==> src/rtl/dff_pipe_stage.sv <==
// One pipeline stage: a valid bit plus a data register.
// Data only loads when the incoming valid is set, so bubbles do not toggle the data.
module dff_pipe_stage #(
    parameter int unsigned WIDTH = 32
) (
    input  logic             clk,
    input  logic             rstn,
    input  logic             clr,
    input  logic             load,
    input  logic             src_valid,
    input  logic [WIDTH-1:0] src_data,
    output logic             valid,
    output logic [WIDTH-1:0] data
);

    always_ff @(posedge clk or negedge rstn) begin
        if (!rstn) begin
            valid <= 1'b0;
            data  <= '0;
        end else if (clr) begin
            valid <= 1'b0;
        end else if (load) begin
            valid <= src_valid;
            if (src_valid) begin
                data <= src_data;
            end
        end
    end

endmodule

==> src/rtl/dff_pipe_rv.sv <==
// Multi-channel register pipeline with valid/ready flow control, bubble collapsing,
// synchronous flush and an occupancy count.
module dff_pipe_rv #(
    parameter int unsigned DATA_WIDTH = 16,
    parameter int unsigned CHANNELS   = 2,
    parameter int unsigned DEPTH      = 4
) (
    input  logic                           clk,
    input  logic                           rstn,
    input  logic                           clr,
    input  logic                           in_valid,
    output logic                           in_ready,
    input  logic [CHANNELS*DATA_WIDTH-1:0] in_data,
    output logic                           out_valid,
    input  logic                           out_ready,
    output logic [CHANNELS*DATA_WIDTH-1:0] out_data,
    output logic [$clog2(DEPTH+1)-1:0]     occupancy
);

    localparam int unsigned BEAT_WIDTH = CHANNELS * DATA_WIDTH;
    localparam int unsigned OCC_WIDTH  = $clog2(DEPTH + 1);

    logic [DEPTH-1:0]      v;
    logic [BEAT_WIDTH-1:0] d     [DEPTH];
    logic [DEPTH-1:0]      src_v;
    logic [BEAT_WIDTH-1:0] src_d [DEPTH];
    logic [DEPTH:0]        en;
    logic                  in_fire;
    logic                  out_fire;

    // A stage moves when it is empty or its successor moves; walk from the output side.
    always_comb begin
        en        = '0;
        en[DEPTH] = out_ready;
        for (int unsigned k = 0; k < DEPTH; k++) begin
            en[DEPTH-1-k] = !v[DEPTH-1-k] | en[DEPTH-k];
        end
    end

    for (genvar i = 0; i < DEPTH; i++) begin : g_stage
        if (i == 0) begin : g_head
            assign src_v[i] = in_valid;
            assign src_d[i] = in_data;
        end else begin : g_body
            assign src_v[i] = v[i-1];
            assign src_d[i] = d[i-1];
        end

        dff_pipe_stage #(
            .WIDTH (BEAT_WIDTH)
        ) u_stage (
            .clk       (clk),
            .rstn      (rstn),
            .clr       (clr),
            .load      (en[i]),
            .src_valid (src_v[i]),
            .src_data  (src_d[i]),
            .valid     (v[i]),
            .data      (d[i])
        );
    end

    assign in_ready  = en[0] & !clr;
    assign out_valid = v[DEPTH-1] & !clr;
    assign out_data  = d[DEPTH-1];
    assign in_fire   = in_valid & in_ready;
    assign out_fire  = out_valid & out_ready;

    always_ff @(posedge clk or negedge rstn) begin
        if (!rstn) begin
            occupancy <= '0;
        end else if (clr) begin
            occupancy <= '0;
        end else begin
            case ({in_fire, out_fire})
                2'b10:   occupancy <= occupancy + OCC_WIDTH'(1);
                2'b01:   occupancy <= occupancy - OCC_WIDTH'(1);
                default: occupancy <= occupancy;
            endcase
        end
    end

endmodule

==> config.mk <==
export PLATFORM = sky130hd
export DESIGN_NAME = dff_pipe_rv
export DESIGN_NICKNAME = d
export VERILOG_FILES = /design/src/rtl/dff_pipe_stage.sv /design/src/rtl/dff_pipe_rv.sv
export SDC_FILE = /design/constraint.sdc
export NUM_CORES = 1
export LEC_CHECK = 0
export CAP_MARGIN = 15
export CORE_MARGIN = 10
export CORE_UTILIZATION = 55
export CTS_CLUSTER_DIAMETER = 120
export DETAILED_ROUTE_END_ITERATION = 10
export MAX_ROUTING_LAYER = met4
export PLACE_DENSITY = 0.77
export SLEW_MARGIN = 15
export SYNTH_ARGS = -nofsm -noshare
export SYNTH_HDL_FRONTEND = slang
export SYNTH_SLANG_ARGS = --single-unit
export TNS_END_PERCENT = 50
==> constraint.sdc <==
create_clock -name clk -period 2.3 [get_ports clk]
set_input_delay 0.345 -clock clk [delete_from_list [all_inputs] [get_ports clk]]
set_output_delay 0.345 -clock clk [all_outputs]
set_load 0.02 [all_outputs]
Word-level counts from Yosys, hierarchy flattened
Index checks and enable logic that the tools add are counted.

cells by class
  $mul = 0
  reductions and logical operators = 14
  shift-type cells = 0
  div/mod/pow operators = 0
  $lt $le $gt $ge = 0
  muxes and demuxes = 10
  add/subtract/negate cells = 2
  bitwise logic cells = 9
  equal/unequal tests = 2

operators with widths
  cell                                                                number
  3-bit AND reduction                                                 4
  1-bit 2-to-1 mux                                                    8
  2-bit nonzero test                                                  4
  3-bit case mux with 2 select lines                                  1
  1-bit zero test                                                     5
  1-bit bitwise AND                                                   4
  1-bit bitwise OR                                                    4
  3-bit by 1-bit adder with 3-bit output, second input constant       1
  3-bit 2-to-1 mux                                                    1
  3-bit nonzero test                                                  1
  3-bit by 1-bit subtractor with 3-bit output, second input constant  1
  2-bit by 1-bit == test with 1-bit output, second input constant     1
  2-bit == test, second input constant                                1
  1-bit NOT                                                           1

word-level totals
  input bits = 37
  RAM bits = 0
  memories kept = 0
  bits in read-only memories = 0
  logic and storage cells = 46
  latch bits = 0
  output and inout port bits = 37
  bits in registers = 135

Logic depth before layout (Yosys ltp)
Gate-level depths: netlist of the first run.

  word-level depth = 10
  depth in mapped cells = 7
  depth with buffers taken out = 6

Modules after synthesis
Synthesis of the first run repeated with hierarchy kept, for this count alone.

second synthesis, totals
  cells, all modules = 312
  area, all modules = 5748.0 um2

by module, submodules not included
  module          cells an instance  seq. area each (um2)  times used  area each (um2)
  dff_pipe_stage  71                 825.8                 4           1366.3
  dff_pipe_rv     28                 75.1                  1           282.8

Worst setup path before layout of the first run
Ideal clock, no wire load.

  path type = input to register
  start = input clr
  end = register occupancy[2]
  path slack = 0.180 ns
  required time = 2.175 ns
  arrival time = 1.995 ns
  stages = 7
  setup time = 0.125 ns
  path buffers = 2
  cells stage by stage = clkbuf_1 clkbuf_1 nor3_1 fa_1 and2_1 a31oi_1 mux2_2

on the way
  cells in the longest elaborated chain, start to end = 6
  elaborated cells between the ends (all ways) = 10
  classes of those cells = eq/ne: 2; mux: 2; bitwise: 4; reduce/logical: 2

RTL lines
  item                                                                              line                                  source
  start: declaration                                                                dff_pipe_rv.sv:10                     input logic clr,
  1-bit zero test                                                                   dff_pipe_rv.sv:63, dff_pipe_rv.sv:64
  1-bit bitwise AND, on equally long branches                                       dff_pipe_rv.sv:64, dff_pipe_rv.sv:63
  1-bit bitwise AND, on equally long branches                                       dff_pipe_rv.sv:67, dff_pipe_rv.sv:66
  2-bit by 1-bit == test with 1-bit output / 2-bit == test (equally long branches)  dff_pipe_rv.sv:75                     case ({in_fire, out_fire})
  3-bit case mux with 2 select lines                                                dff_pipe_rv.sv:75
  3-bit 2-to-1 mux                                                                  dff_pipe_rv.sv:72                     end else if (clr) begin
  end signal: assignment                                                            dff_pipe_rv.sv:76                     2'b10: occupancy <= occupancy + OCC_WIDTH'(1);
  end signal: assignment                                                            dff_pipe_rv.sv:77                     2'b01: occupancy <= occupancy - OCC_WIDTH'(1);
  end signal: assignment                                                            dff_pipe_rv.sv:78                     default: occupancy <= occupancy;
  end: declaration                                                                  dff_pipe_rv.sv:17                     output logic [$clog2(DEPTH+1)-1:0] occupancy

Several ways; a longest one is shown, not always the timed one.
A chain may end at the register's enable or synchronous reset.

Final worst setup path of the first run
  start = input clr
  end = output out_valid

on the way
  cells in the longest elaborated chain, start to end = 2

RTL lines
  item               line               source
  1-bit zero test    dff_pipe_rv.sv:64  assign out_valid = v[DEPTH-1] & !clr;
  1-bit bitwise AND  dff_pipe_rv.sv:64
  end: declaration   dff_pipe_rv.sv:14  output logic out_valid,

No other way between the ends.

==> results_dict.tcl, run 1 <==
set metrics [dict create \
    cts-root-buf "clkbuf_8" \
    crit_fanout 8 \
    setup_tns_ns 0 \
    comb_power_share_pct 21.3 \
    worst_r2r_path_depth 5 \
    nets 447 \
    seqPwrFrac_pct 43.3 \
    finalNonFillerCells 555 \
    first_global_vias 3270 \
    grt_max_degree 58 \
    yosysTopAreaCellShare_pct 60.8 \
    clkTransAtPathRegs_ns 0.06 \
    num_rows 36 \
    power_density_nw_per_um2 1140 \
    syn_area_um2 5550 \
    drc 0 \
    maxCapViolCount 0 \
    synthTopCellsByCount "dfrtp_1 (135), mux2_2 (99), buf_4 (32)" \
    slew_headroom_pct 65.3 \
    synth_area_leader_cell "dfrtp_1" \
    ys_ff_latch 135 \
    worstSetupPathType "input port to output port" \
    yosys.cell_types.count 27 \
    setup_viol 0 \
    die_h_um 120 \
    hpwl_mm 6.69 \
    wl_met1_mm 4.48 \
    hp-class "input port to async pin" \
    grt_pass1_wl_mm 17.0 \
    cp_data_arrival_time_ns 1.79 \
    ys.flop_type "dfrtp_1" \
    drv_slew 0 \
    worst_clock_skew_ns 0.00756 \
    met3_length_um 440 \
    crit_path_frequent_cell "clkdlybuf4s50_1" \
    route.met2.wl_mm 4.93 \
    synth_nets 387 \
    yosysMostFrequentCell "dfrtp_1" \
    max_stage_delay_ns 0.62 \
    synth-seq-area-share_pct 60.8 \
    p_int_mw 5.96 \
    ys_warn_count 0 \
    htreeDepth 4 \
    avgSynthCellArea_um2 15.9 \
    numPortBuffers 73 \
    synth_area_leaders "dfrtp_1 (61%), mux2_2 (20%), mux2_4 (8.1%)" \
    io_pins 74 \
    vias 2877 \
    synth-edff-count 0 \
    clockBufferDepth 2 \
    crit_required_ns 1.96 \
    hold_viol 0 \
    syn_inst 349 \
    outcome "finished, final reports clean" \
    syn2layout_area_growth_pct 25.8 \
    postLayoutCellArea_um2 6980 \
    cp_top_family "buffers and inverters" \
    cts.sinks 135 \
    cp-start-kind "input port" \
    r2r_slack_ns 0.46 \
    hold_slack_ns 0.368 \
    worstMarginPinSlew_ns 0.520 \
    endpoint_kind "output port" \
    reg2reg_from "g_stage[3].u_stage.valid" \
    switching_power_mw 1.98 \
    track_usage_pct 15.2 \
    place_area_um2 6340 \
    ant_nets 0 \
    finalCritPeriodShare_pct 93.0 \
    drt_first_pass_iters 4 \
    async_flop_share_pct 100 \
    first_iter_violations 112 \
    antenna_found_initial 0 \
    grt_overflow 0 \
    gp_congestion 0.773 \
    die_x_um 120 \
    dieArea_um2 14500 \
    drive_gt1_share_pct 43.1 \
    clock_latency_ns 0.51 \
    clkPwrFrac_pct 35.4 \
    fmax_mhz 467 \
    max-vdd-ir-drop_uv 528 \
    cts_buffers 17 \
    cts_tree "built" \
    n_fill_cell 672 \
    viasPerCell 5.18 \
    core_um2 9820 \
    wl_per_cell_um 17.9 \
    cp_slowest_cell "clkdlybuf4s50_1" \
    period_needed_ns 2.14 \
    highest_layer "met4" \
    dp_cells 522 \
    p_leak_nw 3.14 \
    wl_mm 9.93 \
    rsz0062_at_grt "false" \
    initial_core_util_pct 56.5 \
    crit_chain "clkdlybuf4s50_1 > buf_4 > nor2b_1 > clkdlybuf4s50_1" \
    reg2reg_to "g_stage[1].u_stage.data[14]" \
    n_antenna_cell 0 \
    switching_share_pct 25.0 \
    cp_num_buf_inv 3 \
    post_cts_buffers 0 \
]
[stage by stage]
step | worst slack [ns] | total power [mW] | util [%]
global route | 0.0930 | 8.34 | 71.1
detailed placement | 0.0729 | 5.19 | 64.6
global placement | 0.101 | 5.09 | 64.6
floorplan | 0.180 | 4.69 | -
finish | 0.160 | 7.94 | 71.1
CTS | 0.160 | 8.04 | 71.1
[metal layers]
| metal | GRT usage [%] | vias up |
|---|---|---|
| li1 | - | 1308 |
| met1 | 18.1 | 1506 |
| met2 | 23.9 | 57 |
| met3 | 5.68 | 6 |
| met4 | 4.30 | 0 |
| met5 | - | - |
[flip-flops by register name, indices dropped and copies added, names as in the netlist]
| name | cells |
|---|---|
| g_stage.u_stage.data | 128 |
| g_stage.u_stage.valid | 4 |
| occupancy | 3 |
[layout by cell type, fill, tap and decap left out, types with 2 or more instances in the layout]
cell / instances
nor2b_1: 4
clkdlybuf4s50_1: 71
bufinv_16: 4
dfrtp_1: 135
clkbuf_16: 16
a21oi_1: 2
mux2_2: 99
clkbuf_8: 4
a41oi_1: 2
inv_1: 2
clkinvlp_4: 5
buf_4: 8
mux2_4: 30
nor2_1: 7
a31oi_1: 3
buf_12: 8
nand2b_1: 3
[power by group through the flow]
stage | clock, mW | sequential, mW | combinational (mW)
6_report | 2.81 | 3.44 | 1.69
5_1_grt | 2.99 | 3.53 | 1.82
4_1_cts | 2.86 | 3.45 | 1.73
3_5_place_dp | 0 | 3.48 | 1.72
3_3_place_gp | 0 | 3.43 | 1.66
2_1_floorplan | 0 | 3.34 | 1.35
[logic make-up (layout without fill, tap and decap cells)]
family          Yosys count  in the layout  synth area share [%]
compound gates           11             11                  1.80
fa+ha+maj                 1              1                 0.361
buf+inv                  51            124                  6.38
flops                   135            135                  60.8
mux                     131            131                  28.6
simple gates             20             20                  2.05
[worst max-delay path by stage]
stage	from	to	slack [ns]	cells past startpoint
2_1_floorplan	clr	occupancy[2]	0.18	7
3_3_place_gp	clr	occupancy[2]	0.10	6
3_5_place_dp	out_ready	g_stage[1].u_stage.data[2]	0.07	6
4_1_cts	clr	out_valid	0.16	4
5_1_grt	clr	out_valid	0.09	4
6_report	clr	out_valid	0.16	4
[repair_timing]
action	4_1_cts	5_1_grt
hold endpoints to repair	54	0
hold buffers	1	0
setup endpoints to repair	1	0
resized for setup	1	0
[area by class of cell]
cell class,instances,area [µm²],share of cell area [%]
sequential,135,3380,48.4
multi-input combinational,163,1840,26.3
timing repair buffer,90,961,13.8
clock buffer,21,459,6.58
clock inverter,11,171,2.45
tap,133,166,2.38
inverter,2,7.51,0.108
(Power assumes the default switching activity.)
==> run 2, diff against run 1 <==
CTS_BUF_LIST = sky130_fd_sc_hd__clkbuf_16   (was not set)
==> results_dict.tcl, run 2 (synthesis gave the netlist of run 1 again) <==
set metrics [dict create \
    post_cts_buffers 0 \
    drt_first_pass_iters 4 \
    crit_fanout 8 \
    layout_commonest_cell "dfrtp_1" \
    largest_reg_flops 128 \
    outcome "finished, final reports clean" \
    first_global_vias 3278 \
    rsz0062_at_grt "false" \
    crit_required_ns 1.96 \
    worstSetupPathType "input port to output port" \
    core_um2 9820 \
    top_regs "g_stage.u_stage.data x128, g_stage.u_stage.valid x4, occupancy x3" \
    worst_clock_skew_ns 0.00586 \
    period_needed_ns 2.14 \
    drv_slew 0 \
    viasPerCell 5.19 \
    clock_latency_ns 0.40 \
    nets 447 \
    dieArea_um2 14500 \
    place_area_um2 6340 \
    cts_buffers 17 \
    cp_data_arrival_time_ns 1.79 \
    cts_tree "built" \
    worstMarginPinSlew_ns 0.522 \
    htreeDepth 4 \
    top_register "g_stage.u_stage.data" \
    clkTransAtPathRegs_ns 0.06 \
    met2_usage_pct 23.6 \
    fmax_mhz 467 \
    p_leak_nw 3.14 \
    setup_tns_ns 0 \
    drc 0 \
    gp_congestion 0.773 \
    power_density_nw_per_um2 1130 \
    dp_cells 522 \
    io_pins 74 \
    die_h_um 120 \
    grt_pass1_wl_mm 16.9 \
    hold_viol 0 \
    finalCritPeriodShare_pct 93.0 \
    power_mw 7.89 \
    ant_nets 0 \
    cts.sinks 135 \
    postLayoutCellArea_um2 6970 \
    grt_use_met1_pct 18.0 \
    hp-class "input port to async pin" \
    syn2layout_area_growth_pct 25.5 \
    setup_viol 0 \
    cp-start-kind "input port" \
    initial_core_util_pct 56.5 \
    cts-root-buf "clkbuf_16" \
    num_rows 36 \
    finalNonFillerCells 555 \
    clockBufferDepth 2 \
    wl_per_cell_um 17.9 \
    numPortBuffers 73 \
    worst_r2r_path_depth 5 \
    hpwl_mm 6.69 \
    wl_mm 9.91 \
    die_x_um 120 \
    r2r_slack_ns 0.46 \
    drive_gt1_share_pct 42.4 \
    vias 2882 \
    n_antenna_cell 0 \
    max-vdd-ir-drop_uv 517 \
    maxCapViolCount 0 \
    layout_common_cells "dfrtp_1 (135), mux2_2 (99), clkdlybuf4s50_1 (71), mux2_4 (30), clkbuf_16 (17)" \
    slew_headroom_pct 65.2 \
    grt_busiest_layer "met2" \
    grt_max_degree 58 \
    grt_overflow 0 \
    reg2reg_from "g_stage[3].u_stage.valid" \
    track_usage_pct 15.1 \
    reg2reg_to "g_stage[1].u_stage.data[10]" \
    endpoint_kind "output port" \
    hold_slack_ns 0.475 \
    first_iter_violations 95 \
    met3_usage_pct 5.03 \
    antenna_found_initial 0 \
]
[run 2: final cells by class]
type / instances / area, µm²
tap: 133 / 166
multi-input combinational: 163 / 1840
timing repair buffer: 90 / 965
inverter: 2 / 7.51
clock inverter: 15 / 186
sequential: 135 / 3380
fill: 681 / 2850
clock buffer: 17 / 425
[run 2: where the power goes]
group          internal, mW  switching, mW  total, mW
registers              3.07          0.371       3.44
logic                  1.04          0.646       1.69
clock network          1.79          0.968       2.76
[run 2: repair_timing]
action | in CTS | in global routing
setup endpoints to repair | 0 | 1
gates resized for setup | 0 | 1
endpoints found under the hold margin | 54 | 0
hold buffers | 1 | 0
[run 2: per-stage QoR]
step / worst slack (ns) / utilization (%)
after floorplan: 0.180 / -
after global placement: 0.101 / 64.6
after detailed placement: 0.0729 / 64.6
after CTS: 0.0614 / 70.9
after global routing: 0.0930 / 71.0
final: 0.160 / 71.0
[run 2: how the worst max path moves through the flow]
stage / startpoint / end / slack, ns / cells after the start
after floorplan: clr / occupancy[2] / 0.18 / 7
after global placement: clr / occupancy[2] / 0.10 / 6
after detailed placement: out_ready / g_stage[1].u_stage.data[2] / 0.07 / 6
after CTS: g_stage[3].u_stage.valid / in_ready / 0.06 / 3
after global routing: clr / out_valid / 0.09 / 4
final: clr / out_valid / 0.16 / 4
[run 2: layer usage]
layer | up-vias | share of wire (%)
met2 | 63 | 49
met3 | 12 | 4.3
met1 | 1501 | 46
met4 | 0 | 1.1
li1 | 1306 | -
met5 | - | 0
[run 2: critical path, cell delays in order]
cell	delay, ns
clkdlybuf4s50_1	0.49
buf_4	0.21
nor2b_1	0.12
clkdlybuf4s50_1	0.62
==> run 3, diff against run 2 <==
CORE_MARGIN = 4   (was 10)
CORE_UTILIZATION = 49   (was 55)
PLACE_DENSITY = 0.72   (was 0.77)
clock period = 1.75 ns   (was 2.3 ns; I/O delays follow)
==> results_dict.tcl, run 3 (synthesis gave the netlist of run 1 again) <==
set metrics [dict create \
    outcome "finished, final reports clean" \
    die_h_um 114 \
    comb_power_share_pct 22.4 \
    seqPwrFrac_pct 45.8 \
    hp-class "input port to async pin" \
    crit_chain "nor2b_4 > buf_4 > nor3b_4 > buf_12 > mux2_2" \
    p_leak_nw 3.19 \
    first_iter_violations 120 \
    dp_slack_ns -0.470 \
    rsz0062_at_grt "false" \
    vias 2890 \
    post_cts_buffers 0 \
    hpwl_mm 6.18 \
    ant_nets 0 \
    drv_slew 0 \
    slew_headroom_pct 73.0 \
    cp_slowest_cell "dfrtp_1" \
    gp_congestion 0.767 \
    drive_gt1_share_pct 44.0 \
    drc 0 \
    power_density_nw_per_um2 1420 \
    finalCritPeriodShare_pct 95.9 \
    fmax_mhz 596 \
    p_int_mw 7.31 \
    drt_first_pass_iters 4 \
    clkPwrFrac_pct 31.7 \
    top_register "g_stage.u_stage.data" \
    viasPerCell 5.10 \
    syn2layout_area_growth_pct 25.1 \
    postLayoutCellArea_um2 6950 \
    cts_tree "built" \
    place_area_um2 6410 \
    cp_data_arrival_time_ns 1.97 \
    track_usage_pct 16.6 \
    final.setup.worst_slack_ns 0.0725 \
    worst_clock_skew_ns 0.00548 \
    die_x_um 114 \
    cts-root-buf "clkbuf_16" \
    n_antenna_cell 0 \
    max_stage_delay_ns 0.39 \
    layout_commonest_cell "dfrtp_1" \
    wl_per_cell_um 16.7 \
    worstMarginPinSlew_ns 0.405 \
    clkTransAtPathRegs_ns 0.05 \
    setup_viol 0 \
    initial_core_util_pct 50.6 \
    core_um2 11000 \
    num_rows 38 \
    clockBufferDepth 2 \
    wl_mm 9.48 \
    worstSetupPathType "flip-flop to flip-flop" \
    dieArea_um2 13100 \
    largest_reg_flops 128 \
    io_pins 74 \
    switching_share_pct 25.8 \
    antenna_found_initial 0 \
    grt_pass1_wl_mm 15.9 \
    maxCapViolCount 0 \
    crit_fanout 19 \
    htreeDepth 4 \
    crit_required_ns 2.04 \
    first_global_vias 3171 \
    cts.sinks 135 \
    switching_power_mw 2.54 \
    nets 453 \
    numPortBuffers 73 \
    n_fill_cell 848 \
    cp-start-kind "flip-flop" \
    endpoint_kind "flip-flop" \
    cts_buffers 17 \
    top_regs "g_stage.u_stage.data x128, g_stage.u_stage.valid x4, occupancy x3" \
    grt_overflow 0 \
    layout_common_cells "dfrtp_1 (135), mux2_2 (99), clkdlybuf4s50_1 (68), mux2_4 (30), clkbuf_16 (17)" \
    grt_max_degree 50 \
    max-vdd-ir-drop_uv 887 \
    clock_latency_ns 0.41 \
    period_needed_ns 1.68 \
    postLayoutCoreUtil_pct 63.2 \
    hold_viol 0 \
]
-- run 3: cell types whose count changed in the layout (fill, tap and decap cells not counted), moves of 2 or more --
cell,before,now
clkinv_2,1,7
buf_4,8,13
clkinvlp_4,5,1
bufinv_16,4,1
clkdlybuf4s50_1,71,68
buf_2,0,2
clkinv_1,3,1
inv_1,3,5
-- run 3: power groups by stage --
stage / registers [mW] / logic [mW] / clock network, mW
2_1_floorplan: 4.39 / 1.77 / 0
3_3_place_gp: 4.53 / 2.18 / 0
3_5_place_dp: 4.57 / 2.24 / 0
4_1_cts: 4.53 / 2.25 / 3.23
5_1_grt: 4.64 / 2.37 / 3.36
6_report: 4.51 / 2.21 / 3.13
-- run 3: worst max-delay path, delay by kind of cell (launching register included) --
family / cells / cell delay, ns
simple gates: 2 / 0.45
flops: 1 / 0.39
buf+inv: 2 / 0.37
mux: 1 / 0.35
-- run 3: final cells by class --
| class | count | area (µm²) | share of cell area (%) |
|---|---|---|---|
| Timing Repair Buffer | 96 | 1010 | 14.6 |
| Multi-Input combinational cell | 163 | 1850 | 26.6 |
| Sequential cell | 135 | 3380 | 48.6 |
| Tap cell | 140 | 175 | 2.52 |
| Clock inverter | 14 | 96.3 | 1.39 |
| Clock buffer | 17 | 425 | 6.12 |
| Inverter | 2 | 7.51 | 0.108 |
-- run 3: layer usage --
| metal | wire length [µm] | up-vias | GRT usage [%] |
|---|---|---|---|
| li1 | - | 1328 | - |
| met1 | 4210 | 1487 | 20.2 |
| met2 | 4660 | 60 | 25.2 |
| met3 | 412 | 15 | 5.66 |
| met4 | 193 | 0 | 7.05 |
| met5 | 0 | - | - |
-- run 3: repair_timing --
action,4_1_cts,5_1_grt
hold endpoints to repair,38,0
hold buffers,1,0
gates resized for setup,10,4
endpoints found under the setup margin,85,4
-- run 3: worst paths after layout --
check | from | end | slack (ns) | cells after the start
max | g_stage[3].u_stage.valid | g_stage[3].u_stage.data[23] | 0.07 | 5
max in group asynchronous | rstn | g_stage[0].u_stage.data[7] | 0.82 | 3
min reg2reg | g_stage[2].u_stage.data[19] | g_stage[3].u_stage.data[19] | 0.50 | 1
min | rstn | g_stage[3].u_stage.data[14] | 0.33 | 2
min in group clk | in_data[30] | g_stage[0].u_stage.data[30] | 0.46 | 2
max reg2reg | g_stage[3].u_stage.valid | g_stage[3].u_stage.data[23] | 0.07 | 5
-- run 3: stage by stage --
stage | power (mW) | TNS [ns] | hold slack, ns | cells
floorplan | 6.16 | 0 | -0.0331 | 349
global placement | 6.70 | -41.78 | 0.199 | 535
detailed placement | 6.81 | -46.40 | 0.210 | 535
CTS | 10.0 | 0 | 0.327 | 567
global route | 10.4 | 0 | 0.370 | 567
finish | 9.85 | 0 | 0.329 | 567
